<file path="src/rtl/pipe_ctrl_pkg.sv">
// Shared types and constants for the pipeline hazard/sequencing controller.
// Scoreboard entry layout, forwarding select encoding and controller FSM states.
package pipe_ctrl_pkg;

  localparam int REG_W = 5;
  localparam logic [REG_W-1:0] ZERO_REG = REG_W'(31);

  typedef enum logic [1:0] {
    FWD_REG   = 2'b00,
    FWD_EXMEM = 2'b01,
    FWD_MEMWB = 2'b10
  } fwd_sel_e;

  typedef enum logic [1:0] {
    RUN    = 2'b00,
    DRAIN  = 2'b01,
    HALTED = 2'b10
  } hc_state_e;

  typedef struct packed {
    logic             valid;
    logic [REG_W-1:0] rd;
    logic [REG_W-1:0] rn;
    logic [REG_W-1:0] rm;
    logic             usesRn;
    logic             usesRm;
    logic             regWrite;
    logic             memRead;
  } sb_entry_t;

  // True when the entry will write a real (non-XZR) register matching idx.
  function automatic logic producesFor(input sb_entry_t ent, input logic [REG_W-1:0] idx);
    return ent.valid & ent.regWrite & (ent.rd == idx) & (ent.rd != ZERO_REG);
  endfunction

endpackage

</file>
<file path="src/rtl/hazard_ctrl_fwd_select.sv">
// Forwarding source select for one EX operand: youngest producer (MEM) wins over WB.
module fwd_select
  import pipe_ctrl_pkg::*;
(
  input  logic             usesSrc,
  input  logic [REG_W-1:0] srcIdx,
  input  sb_entry_t        memEnt,
  input  sb_entry_t        wbEnt,
  output fwd_sel_e         sel
);

  always_comb begin
    sel = FWD_REG;
    if (usesSrc && producesFor(memEnt, srcIdx)) begin
      sel = FWD_EXMEM;
    end else if (usesSrc && producesFor(wbEnt, srcIdx)) begin
      sel = FWD_MEMWB;
    end
  end

  // Source-side fields of the older entries play no part in forwarding.
  logic unusedFields;
  assign unusedFields = ^{memEnt.rn, memEnt.rm, memEnt.usesRn, memEnt.usesRm, memEnt.memRead,
                          wbEnt.rn, wbEnt.rm, wbEnt.usesRn, wbEnt.usesRm, wbEnt.memRead};

endmodule

</file>
<file path="src/rtl/hazard_ctrl.sv">
// Hazard controller: EX/MEM/WB scoreboard, load-use stall, forwarding, branch flush, drain FSM.
// Optional HAZARD_CTRL_PERF_EN adds stall_cnt/flush_cnt performance counters.
module hazard_ctrl
  import pipe_ctrl_pkg::*;
(
  input  logic             clk,
  input  logic             reset,
  input  logic             id_valid,
  input  logic [REG_W-1:0] id_rd,
  input  logic [REG_W-1:0] id_rn,
  input  logic [REG_W-1:0] id_rm,
  input  logic             id_uses_rn,
  input  logic             id_uses_rm,
  input  logic             id_RegWrite,
  input  logic             id_MemRead,
  input  logic             br_taken_ex,
  input  logic             drain_req,
  output logic             stall,
  output logic             bubble,
  output logic             flush,
  output logic [1:0]       fwd_a,
  output logic [1:0]       fwd_b,
  output logic             drain_done,
  output logic [1:0]       dbgState
`ifdef HAZARD_CTRL_PERF_EN
  ,
  output logic [31:0]      stall_cnt,
  output logic [31:0]      flush_cnt
`endif
);

  // Handshake: there is no valid/ready pair here; stall/bubble/flush are same-cycle
  // combinational responses to the ID inputs and the registered scoreboard.

  sb_entry_t exEnt, memEnt, wbEnt;
  sb_entry_t idEnt;
  hc_state_e state, stateNext;
  fwd_sel_e  fwdSelA, fwdSelB;

  logic loadUse;
  logic stallRaw, bubbleRaw;
  logic allEmpty;

  always_comb begin
    idEnt          = '0;
    idEnt.valid    = 1'b1;
    idEnt.rd       = id_rd;
    idEnt.rn       = id_rn;
    idEnt.rm       = id_rm;
    idEnt.usesRn   = id_uses_rn;
    idEnt.usesRm   = id_uses_rm;
    idEnt.regWrite = id_RegWrite;
    idEnt.memRead  = id_MemRead;
  end

  assign loadUse = id_valid & exEnt.valid & exEnt.memRead & (exEnt.rd != ZERO_REG) &
                   ((id_uses_rn & (id_rn == exEnt.rd)) | (id_uses_rm & (id_rm == exEnt.rd)));

  assign allEmpty = ~(exEnt.valid | memEnt.valid | wbEnt.valid);

  always_ff @(posedge clk or negedge reset) begin
    if (!reset) begin
      state <= RUN;
    end else begin
      state <= stateNext;
    end
  end

  always_comb begin
    stateNext  = state;
    stallRaw   = 1'b0;
    bubbleRaw  = 1'b0;
    drain_done = 1'b0;
    unique case (state)
      RUN: begin
        stallRaw  = loadUse;
        bubbleRaw = loadUse;
        if (drain_req) stateNext = DRAIN;
      end
      DRAIN: begin
        stallRaw  = 1'b1;
        bubbleRaw = 1'b1;
        if (!drain_req)    stateNext = RUN;
        else if (allEmpty) stateNext = HALTED;
      end
      HALTED: begin
        stallRaw   = 1'b1;
        bubbleRaw  = 1'b1;
        drain_done = 1'b1;
        if (!drain_req) stateNext = RUN;
      end
      default: stateNext = RUN;
    endcase
  end

  // A taken branch wins over any stall: the wrong-path ID instruction is discarded anyway.
  assign flush    = br_taken_ex & reset;
  assign stall    = stallRaw & ~flush;
  assign bubble   = bubbleRaw | flush;
  assign dbgState = state;

  always_ff @(posedge clk or negedge reset) begin
    if (!reset) begin
      exEnt  <= '0;
      memEnt <= '0;
      wbEnt  <= '0;
    end else begin
      wbEnt  <= memEnt;
      memEnt <= exEnt;
      exEnt  <= (id_valid && !bubble && !flush) ? idEnt : '0;
    end
  end

  fwd_select u_fwd_a (
    .usesSrc (exEnt.usesRn),
    .srcIdx  (exEnt.rn),
    .memEnt  (memEnt),
    .wbEnt   (wbEnt),
    .sel     (fwdSelA)
  );

  fwd_select u_fwd_b (
    .usesSrc (exEnt.usesRm),
    .srcIdx  (exEnt.rm),
    .memEnt  (memEnt),
    .wbEnt   (wbEnt),
    .sel     (fwdSelB)
  );

  assign fwd_a = fwdSelA;
  assign fwd_b = fwdSelB;

`ifdef HAZARD_CTRL_PERF_EN
  always_ff @(posedge clk or negedge reset) begin
    if (!reset) begin
      stall_cnt <= '0;
      flush_cnt <= '0;
    end else begin
      if (stall && !flush) stall_cnt <= stall_cnt + 32'd1;
      if (flush)           flush_cnt <= flush_cnt + 32'd1;
    end
  end
`endif

endmodule

</file>
<file path="config.mk">
export PLATFORM = sky130hd
export DESIGN_NAME = hazard_ctrl
export DESIGN_NICKNAME = d
export VERILOG_FILES = /design/src/rtl/pipe_ctrl_pkg.sv /design/src/rtl/hazard_ctrl_fwd_select.sv /design/src/rtl/hazard_ctrl.sv
export SDC_FILE = /design/constraint.sdc
export NUM_CORES = 1
export LEC_CHECK = 0
export ABC_AREA = 1
export BUFFER_PORTS_ARGS = -buffer_cell sky130_fd_sc_hd__buf_2
export CAP_MARGIN = 20
export CELL_PAD_IN_SITES_DETAIL_PLACEMENT = 1
export CELL_PAD_IN_SITES_GLOBAL_PLACEMENT = 1
export CORE_MARGIN = 2
export CORE_UTILIZATION = 40
export DETAILED_ROUTE_END_ITERATION = 8
export PLACE_DENSITY_LB_ADDON = 0.1
export SYNTH_ARGS = -nofsm -noshare
export SYNTH_HDL_FRONTEND = slang
export SYNTH_SLANG_ARGS = --single-unit
</file>
<file path="constraint.sdc">
create_clock -name clk -period 2.1 [get_ports clk]
set_clock_uncertainty 0.2 [all_clocks]
set_input_delay 0.63 -clock clk [delete_from_list [all_inputs] [get_ports clk]]
set_output_delay 0.63 -clock clk [all_outputs]
set_load 0.005 [all_outputs]
</file>
==> results of run 1 <==
metrics by stage:
stage	power, mW	worst slack (ns)	TNS [ns]	cell area (µm²)	utilization
floorplan	1.48	0.0446	0	1720	-
global placement	1.82	-0.239	-0.447	2080	0.513
detailed placement	1.89	-0.308	-0.892	2080	0.513
CTS	2.57	-0.334	-1.20	2330	0.575
global route	2.87	-0.472	-1.94	2420	0.597
finish	2.66	-0.350	-1.22	2420	0.597
logic make-up after synthesis:
family                   count (synthesis)  synth area share
AND/OR/NAND/NOR                         99             0.249
XOR/XNOR                                15            0.0766
adder cells (fa/ha/maj)                  4            0.0292
buffers and inverters                   38            0.0919
flip-flops                              36             0.525
AO/OA/AOI/OAI                            8            0.0277
worst max-delay path, stage by stage:
cell and delay, ns:
buf_2 0.09, inv_1 0.06, nand2_1 0.07, nand2_1 0.07
nor2_1 0.10, nand3_1 0.10, nand2_1 0.08, nand2_1 0.05
nand2_1 0.08, nand2_2 0.07, nor2_1 0.09, buf_2 0.12
area by class of cell:
| type | count | area (µm²) | area share |
|---|---|---|---|
| Sequential cell | 36 | 906 | 0.374 |
| Multi-Input combinational cell | 126 | 779 | 0.322 |
| Clock buffer | 7 | 96.3 | 0.0398 |
| Timing Repair Buffer | 66 | 444 | 0.183 |
| Tap cell | 50 | 62.6 | 0.0258 |
| Inverter | 36 | 135 | 0.0558 |
registers in the layout, indices dropped and copies added, names as in the netlist:
name	count
memEnt	7
exEnt	20
dbgState	2
wbEnt	7
how the worst min path moves through the flow:
stage,from,to,slack (ns),cells past startpoint
CTS,exEnt[1],memEnt[1],0.15,0
detailed placement,exEnt[1],memEnt[1],0.14,0
finish,exEnt[1],memEnt[1],0.15,0
global placement,exEnt[1],memEnt[1],0.13,0
floorplan,reset,dbgState[0],0.13,0
global route,exEnt[1],memEnt[1],0.16,0
where the power goes:
part,internal (mW),leakage [nW],switching [mW]
combinational,0.541,0.802,0.571
clock,0.292,0.0503,0.237
sequential,0.859,0.477,0.162
total,1.69,1.33,0.970
routing by layer:
layer	routed length [µm]	track usage	up-vias
met5	0	0	-
met4	111	0.0915	0
met3	148	0.0480	12
met2	2550	0.376	39
met1	2060	0.257	769
li1	-	-	750
Yosys cell counts:
cell        n  area share
o21ai_0     4       0.012
nor4_1      2      0.0073
buf_6       2       0.013
ha_1        4       0.029
xor2_1      5       0.026
nand3_2     1      0.0058
a21oi_1     2      0.0058
nor2_2      3       0.011
nor3_1      3      0.0088
nand3_1     9       0.026
or2_2       1      0.0036
nand2_2     1      0.0036
xnor2_1    10       0.051
nand2_1    44       0.096
nand4_1     4       0.015
nor2_1     29       0.063
o2111ai_1   2       0.010
nand3b_1    2      0.0088
inv_2       1      0.0022
inv_1      35       0.077
dfrtp_1    36        0.53
repair_timing:
item | CTS | global route
setup buffers | 12 | 1
resized for setup | 22 | 19
pin swaps | 11 | 11
endpoints found under the setup margin | 6 | 7
==> impl_results.md, run 1 <==
- Hold WS: 0.152 ns
- Die height: 69.5 µm
- Failing checks: setup timing
- PortBufs: 33
- Critical path destination: stall
- Standard-cell rows: 23
- Hold Path Class: flop to flop
- Total GRT Usage: 0.217
- Wire per inst: 15.2 µm
- CP startpoint: id_rm[2]
- Leak pwr: 1.33 nW
- Netlist Area Pre-Place: 0.00172 mm²
- Routed WL: 4.88 mm
- Worst slew pin tran: 0.457 ns
- R2R depth: 13
- Placed cells: 301
- DRT Pass-1 Iters: 4
- Final setup fails: 6
- Hold Vio Cnt, Final: 0
- Via/cell ratio: 4.89
- Synth cell types: 21
- Nets: 299
- Detailed Route Iter0 Violations: 37
- Starting Density: 0.423
- Crit end category: output pin
- Fraction of layout cells with a size suffix above 1: 0.421
- Seq cells post-synth: 36
- Sequential element share of the synthesized area: 0.525
- Htree depth: 2
- R2r endpoint: exEnt[6]
- CTS tree: done
- Antenna Violating Nets Remaining: 0
- Final setup slack of the worst path: -0.350 ns
- Sinks on Clock Net: 36
- Core Box Area: 0.00406 mm²
- Initial antenna violation count: 0
- Ant diodes: 0
- Skew-Pair Late Insertion Delay: 0.29 ns
- Longest Clk Path Bufs: 2
- Syn Inst Count: 200
- Worst setup SP type: primary input
- First-pass GRT wire length: 8.18 mm
- Pin count of the biggest net entering global routing: 37
- Dpl hpwl: 3.39 mm
- Layout area overhead: 41.3%
- TritonCTS Buffers: 5
- DRC viols: 0
- Worst r2r src: exEnt[17]
- Commonest non-fill, non-tap cells in the layout: nand2_1, dfrtp_1, buf_4
- Final worst path period share: 1.17
- Post-Layout Cell Count: 321
- Status: finished, violations left
- Critical path class: primary input to output pin
- Fillers: 488
- Relative slew slack: 0.695
- IO Count: 34
- Data required, critical path: 1.27 ns
- Vias in the first global route: 1775
- Power Density: 1100 mW/mm²
- Unrepaired setup endpoints after global routing: yes
- Clock-pin slew on the worst setup and hold paths: 0.07 ns
- DIE AREA: 0.00483 mm²
- Die W: 69.5 µm
- Final Max Tran Viols: 0
- DR vias: 1570
- WP data arrival: 1.62 ns
- Crit path time final: 2.45 ns
- Gpl congestion: 0.839
- Grt total ovfl: 0
- Crit Path Max Fanout: 3
- Root Driver: clkbuf_8
- Syn avg cell area: 8.58 µm²
- Highest clock rate: 408 MHz
- Most common cell after layout, fill and taps aside: nand2_1
- Synth Warn #: 0
- R2R Setup Slk: 0.22 ns
- Hold-fix buffers at CTS: 0
- Max cap viols: 0
- Net Count, Synth: 228
- Max IR drop VDD: 0.488 mV
(Power assumes the default switching activity.)
==> run 2: changes to the inputs <==
Settings changed: CORE_ASPECT_RATIO from default to 1.25.
==> impl_results.md, run 2 (synthesis results as in run 1) <==
- Power Density: 1130 mW/mm² (+2.5%)
- Placed cells: 307 (+2.0%)
- Vias in the first global route: 1637 (-7.8%)
- Antenna Violating Nets Remaining: 0 (unchanged)
- Crit path time final: 2.40 ns (-0.0478 ns)
- Register with the most flip-flops: exEnt
- IO Count: 34 (unchanged)
- Nets: 290 (-3.0%)
- Post-Layout Cell Count: 319 (-0.62%)
- DRC viols: 0 (unchanged)
- Die W: 62.6 µm (-10%)
- Layout area overhead: 36.2%
- Via/cell ratio: 4.68 (-4.4%)
- Crit Path Max Fanout: 3 (unchanged)
- DR vias: 1492 (-5.0%)
- DRT Pass-1 Iters: 4 (unchanged)
- Detailed Route Iter0 Violations: 22 (-41%)
- Met1 WL: 1.64 mm (-20%)
- Gpl congestion: 0.862 (+2.7%)
- Dpl hpwl: 3.09 mm (-8.7%)
- Final Max Tran Viols: 0 (unchanged)
- Met2 routed WL: 2.51 mm (-1.6%)
- Failing checks: setup timing
- Worst setup SP type: primary input
- Final setup fails: 6 (unchanged)
- Routed WL: 4.38 mm (-10%)
- TritonCTS Buffers: 5 (unchanged)
- Commonest non-fill, non-tap cells in the layout: nand2_1, buf_2, inv_1, dfrtp_1, nor2_1
- Skew-Pair Late Insertion Delay: 0.29 ns (about the same)
- Max cap viols: 0 (unchanged)
- DIE AREA: 0.00483 mm² (about the same)
- Max reg flops: 20 (unchanged)
- WL met3: 125 µm (-16%)
- Die height: 77.2 µm (+11%)
- Wire per inst: 13.7 µm (-9.6%)
- Root Driver: clkbuf_8
- Standard-cell rows: 26 (+13%)
- CTS tree: done
- Grt total ovfl: 0 (unchanged)
- Largest regs: exEnt (20), memEnt (7), wbEnt (7)
- PortBufs: 33 (unchanged)
- Unrepaired setup endpoints after global routing: yes
- R2R depth: 12 (-1)
- First-pass GRT wire length: 7.29 mm (-11%)
- Crit end category: output pin
- Pin count of the biggest net entering global routing: 37 (unchanged)
- Critical path class: primary input to output pin
- Top Metal Used: met4
- Leak pwr: 1.27 nW (-4.5%)
- Sinks on Clock Net: 36 (unchanged)
- Hold Path Class: flop to flop
- Initial antenna violation count: 0 (unchanged)
- Highest clock rate: 416 MHz (+2.0%)
- Most common cell after layout, fill and taps aside: nand2_1
- Ant diodes: 0 (unchanged)
- Longest Clk Path Bufs: 2 (unchanged)
- Relative slew slack: 0.708 (+0.0132)
- Total GRT Usage: 0.196 (-0.0203)
- Fraction of layout cells with a size suffix above 1: 0.369 (-0.0518)
- Hold Vio Cnt, Final: 0 (unchanged)
- Area after DPL: 0.00209 mm² (+0.36%)
- Max IR drop VDD: 0.588 mV (+21%)
- Finished Cell Area: 0.00234 mm² (-3.6%)
- Core Box Area: 0.00410 mm² (+1.0%)
- Data required, critical path: 1.27 ns (about the same)
- Starting Density: 0.418 (-0.00426)
- Clock-pin slew on the worst setup and hold paths: 0.07 ns (about the same)
- Final worst path period share: 1.14 (-0.0228)
- Worst slew pin tran: 0.437 ns (-0.0198 ns)
- WP data arrival: 1.57 ns (-0.05 ns)
- Final setup slack of the worst path: -0.302 ns (+0.0478 ns)
- Status: finished, violations left
- Hold depth: 0 (unchanged)
- Hold-fix buffers at CTS: 0 (unchanged)
- Htree depth: 2 (unchanged)
run 2: cell types whose count changed in the layout (fill, tap and decap cells not counted), moves of 2 or more:
cell / previous run / this run
nand3_2: 5 / 3
o2111ai_1: 0 / 2
o2111ai_2: 2 / 0
dfrtp_1: 32 / 30
dfrtp_2: 4 / 6
nand2_2: 4 / 2
inv_2: 12 / 6
inv_1: 24 / 30
nand2_1: 41 / 43
buf_2: 30 / 32
buf_4: 32 / 21
clkbuf_8: 7 / 5
nand3_1: 5 / 7
run 2: what timing repair did:
item / 4_1_cts / 5_1_grt
resized for setup: 11 / 19
endpoints found under the hold margin: 0 / 0
endpoints found under the setup margin: 6 / 7
pin swaps: 3 / 6
setup buffers: 3 / 2
run 2: layer usage:
| metal | track usage | vias to the layer above |
|---|---|---|
| li1 | - | 733 |
| met1 | 0.198 | 715 |
| met2 | 0.383 | 36 |
| met3 | 0.0323 | 8 |
| met4 | 0.0933 | 0 |
| met5 | 0 | - |
run 2: worst paths after layout:
path	start	to	slack (ns)
min in group asynchronous	reset	exEnt[0]	0.18
worst min-delay path	exEnt[1]	memEnt[1]	0.16
max in group asynchronous	reset	memEnt[16]	1.18
worst max register to register	exEnt[17]	exEnt[13]	0.26
worst max-delay path	id_rm[1]	stall	-0.30
worst min register to register	exEnt[1]	memEnt[1]	0.16
run 2: through the flow:
stage,utilization,setup slack (ns),hold WS [ns],power [mW],setup TNS (ns)
4_1_cts,0.549,-0.282,0.173,2.53,-1.15
5_1_grt,0.570,-0.463,0.183,2.82,-2.18
2_1_floorplan,-,0.0446,0.131,1.48,0
3_5_place_dp,0.510,-0.255,0.160,1.86,-0.478
3_3_place_gp,0.510,-0.229,0.135,1.81,-0.428
6_report,0.570,-0.302,0.164,2.63,-1.45
run 2: power breakdown:
part           total, mW  internal, mW  switching (mW)
sequential          1.02         0.860           0.159
clock              0.601         0.351           0.250
combinational       1.01         0.488           0.524
total               2.63          1.70           0.932
run 2: layout make-up:
class | count | area (µm²)
clock inverters | 3 | 42.5
fillers | 509 | 1760
clock buffers | 5 | 68.8
flip-flops and latches | 36 | 908
multi-input cells | 126 | 739
well taps | 56 | 70.1
repair buffers | 57 | 372
inverters | 36 | 135
run 2: critical path, cell delays in order:
cell	delay [ns]
buf_2	0.09
inv_1	0.05
nand2_1	0.08
nand2_1	0.06
nor2_1	0.08
nand3_1	0.10
nand2_1	0.11
nand2_1	0.08
nand2_2	0.06
nand2_2	0.06
nor2_2	0.07
buf_2	0.11
==> run 3: changes to the inputs <==
Settings changed: PLACE_DENSITY from default to 0.89, PLACE_DENSITY_LB_ADDON 0.1 to default.
==> impl_results.md, run 3 (synthesis results as in run 1) <==
- Clock Power Share: 0.217 (-0.011)
- Final worst path period share: 1.21 (+0.0633)
- Htree depth: 2 (unchanged)
- Total GRT Usage: 0.263 (+0.0669)
- Hold-fix buffers at CTS: 0 (unchanged)
- Dpl hpwl: 3.76 mm (+22%)
- IO Count: 34 (unchanged)
- Final Power: 2.77 mW (+5.3%)
- Ant diodes: 0 (unchanged)
- Combinational power share: 0.409 (+0.024)
- Sinks on Clock Net: 36 (unchanged)
- Cell-internal power: 1.73 mW (+1.9%)
- Starting Density: 0.418 (unchanged)
- DR vias: 1594 (+6.8%)
- Via/cell ratio: 4.97 (+6.2%)
- Power Density: 1170 mW/mm² (+4.3%)
- Failing checks: setup timing
- Detailed Route Iter0 Violations: 63 (+190%)
- Hold Path Class: flop to flop
- Data required, critical path: 1.27 ns (about the same)
- Max IR drop VDD: 0.789 mV (+34%)
- First-pass GRT wire length: 9.40 mm (+29%)
- Die W: 62.6 µm (unchanged)
- Standard-cell rows: 26 (unchanged)
- Fraction of layout cells with a size suffix above 1: 0.392 (+0.0236)
- Max reg flops: 20 (unchanged)
- Antenna Violating Nets Remaining: 0 (unchanged)
- PortBufs: 33 (unchanged)
- Vias in the first global route: 1817 (+11%)
- Psw: 1.04 mW (+11%)
- Relative slew slack: 0.697 (-0.0119)
- TritonCTS Buffers: 5 (unchanged)
- Die height: 77.2 µm (unchanged)
- DRT Pass-1 Iters: 4 (unchanged)
- Root Driver: clkbuf_8
- Crit end category: output pin
- DIE AREA: 0.00483 mm² (unchanged)
- Worst setup SP type: flop
- Commonest non-fill, non-tap cells in the layout: nand2_1, buf_2, dfrtp_1
- Longest Clk Path Bufs: 2 (unchanged)
- WP data arrival: 1.71 ns (+0.14 ns)
- Final setup slack of the worst path: -0.435 ns (-0.133 ns)
- Pin count of the biggest net entering global routing: 37 (unchanged)
- R2R depth: 12 (unchanged)
- Wire per inst: 18.4 µm (+34%)
- Final Max Tran Viols: 0 (unchanged)
- CTS tree: done
- Leak pwr: 1.29 nW (+1.7%)
- Switching Fraction: 0.375 (+0.0205)
- Clock-pin slew on the worst setup and hold paths: 0.07 ns (about the same)
- Core Box Area: 0.00410 mm² (unchanged)
- Crit path time final: 2.54 ns (+0.133 ns)
- Critical path class: flop to output pin
- Nets: 292 (+0.69%)
- Max cap viols: 0 (unchanged)
- Most common cell after layout, fill and taps aside: nand2_1
- Gpl congestion: 0.804 (-6.8%)
- Unrepaired setup endpoints after global routing: yes
- Highest clock rate: 394 MHz (-5.2%)
- Final setup fails: 7 (+1)
- Hold Vio Cnt, Final: 0 (unchanged)
- Reg power frac: 0.374 (-0.013)
- Crit Path Max Fanout: 5 (+2)
- Largest regs: exEnt (20), memEnt (7), wbEnt (7)
- Worst slew pin tran: 0.455 ns (+0.0178 ns)
- Grt total ovfl: 0 (unchanged)
- Skew-Pair Late Insertion Delay: 0.30 ns (about the same)
- Register with the most flip-flops: exEnt
- Status: finished, violations left
- Initial antenna violation count: 0 (unchanged)
- Routed WL: 5.90 mm (+35%)
- Hold depth: 0 (unchanged)
- Post-placement worst setup slack: -0.305 ns (-0.0497 ns)
- DRC viols: 0 (unchanged)
- Layout area overhead: 37.5%
run 3: changes by cell type in the layout (fill, tap and decap cells not counted), moves of 3 or more:
| cell | change |
|---|---|
| buf_6 | -3 |
| nor2_1 | -3 |
| nor2_2 | +3 |
| buf_4 | +4 |
run 3: path summary, 6_finish.rpt:
| check | startpoint | end | slack [ns] |
|---|---|---|---|
| hold / removal | exEnt[19] | memEnt[19] | 0.18 |
| max in group asynchronous | reset | memEnt[14] | 1.12 |
| setup reg to reg | exEnt[16] | exEnt[13] | 0 |
| hold reg to reg | exEnt[19] | memEnt[19] | 0.18 |
| min in group asynchronous | reset | exEnt[16] | 0.23 |
| setup / recovery | exEnt[14] | stall | -0.44 |
run 3: power by group through the flow:
stage          logic [mW]  clock network [mW]  registers [mW]
2_1_floorplan       0.491                   0           0.984
3_3_place_gp        0.771                   0            1.00
3_5_place_dp        0.849                   0            1.02
4_1_cts              1.02               0.606            1.02
5_1_grt              1.25               0.635            1.05
6_report             1.13               0.601            1.04
run 3: per-layer routing:
| metal | global-route usage | vias to the layer above | share of wire |
|---|---|---|---|
| li1 | - | 734 | - |
| met1 | 0.274 | 796 | 0.37 |
| met2 | 0.512 | 43 | 0.56 |
| met3 | 0.0396 | 21 | 0.026 |
| met4 | 0.113 | 0 | 0.040 |
| met5 | 0 | - | 0 |
run 3: worst max-delay path, stage by stage (launching register included):
cell and delay, ns:
dfrtp_1 0.38, inv_2 0.10, nand2_1 0.09, nand2_1 0.07, nor2_1 0.16, nand3_2 0.10, nand2_1 0.08, nand2_1 0.05
nand2_1 0.08, nand2_2 0.08, nor2_2 0.10, buf_2 0.12
run 3: per-stage QoR:
stage / cells / hold WS [ns] / cell area [µm²] / setup TNS (ns) / utilization
floorplan: 200 / 0.131 / 1720 / 0 / -
global placement: 304 / 0.134 / 2070 / -0.463 / 0.505
detailed placement: 304 / 0.158 / 2070 / -0.628 / 0.505
CTS: 320 / 0.175 / 2300 / -1.57 / 0.562
global route: 321 / 0.182 / 2360 / -3.38 / 0.575
finish: 321 / 0.179 / 2360 / -1.75 / 0.575
run 3: what timing repair did:
action                     in CTS  in global routing
cloned                          0                  0
setup endpoints to repair       6                  6
pin swaps                      10                 12
buffers inserted                8                  1
resized for setup              18                 18
run 3: cell type report:
cell class	instances	area, µm²
clock inverter	2	35.0
inverter	36	135
tap	56	70.1
clock buffer	6	72.6
fill	508	1740
sequential	36	908
timing repair buffer	59	373
multi-input combinational	126	764
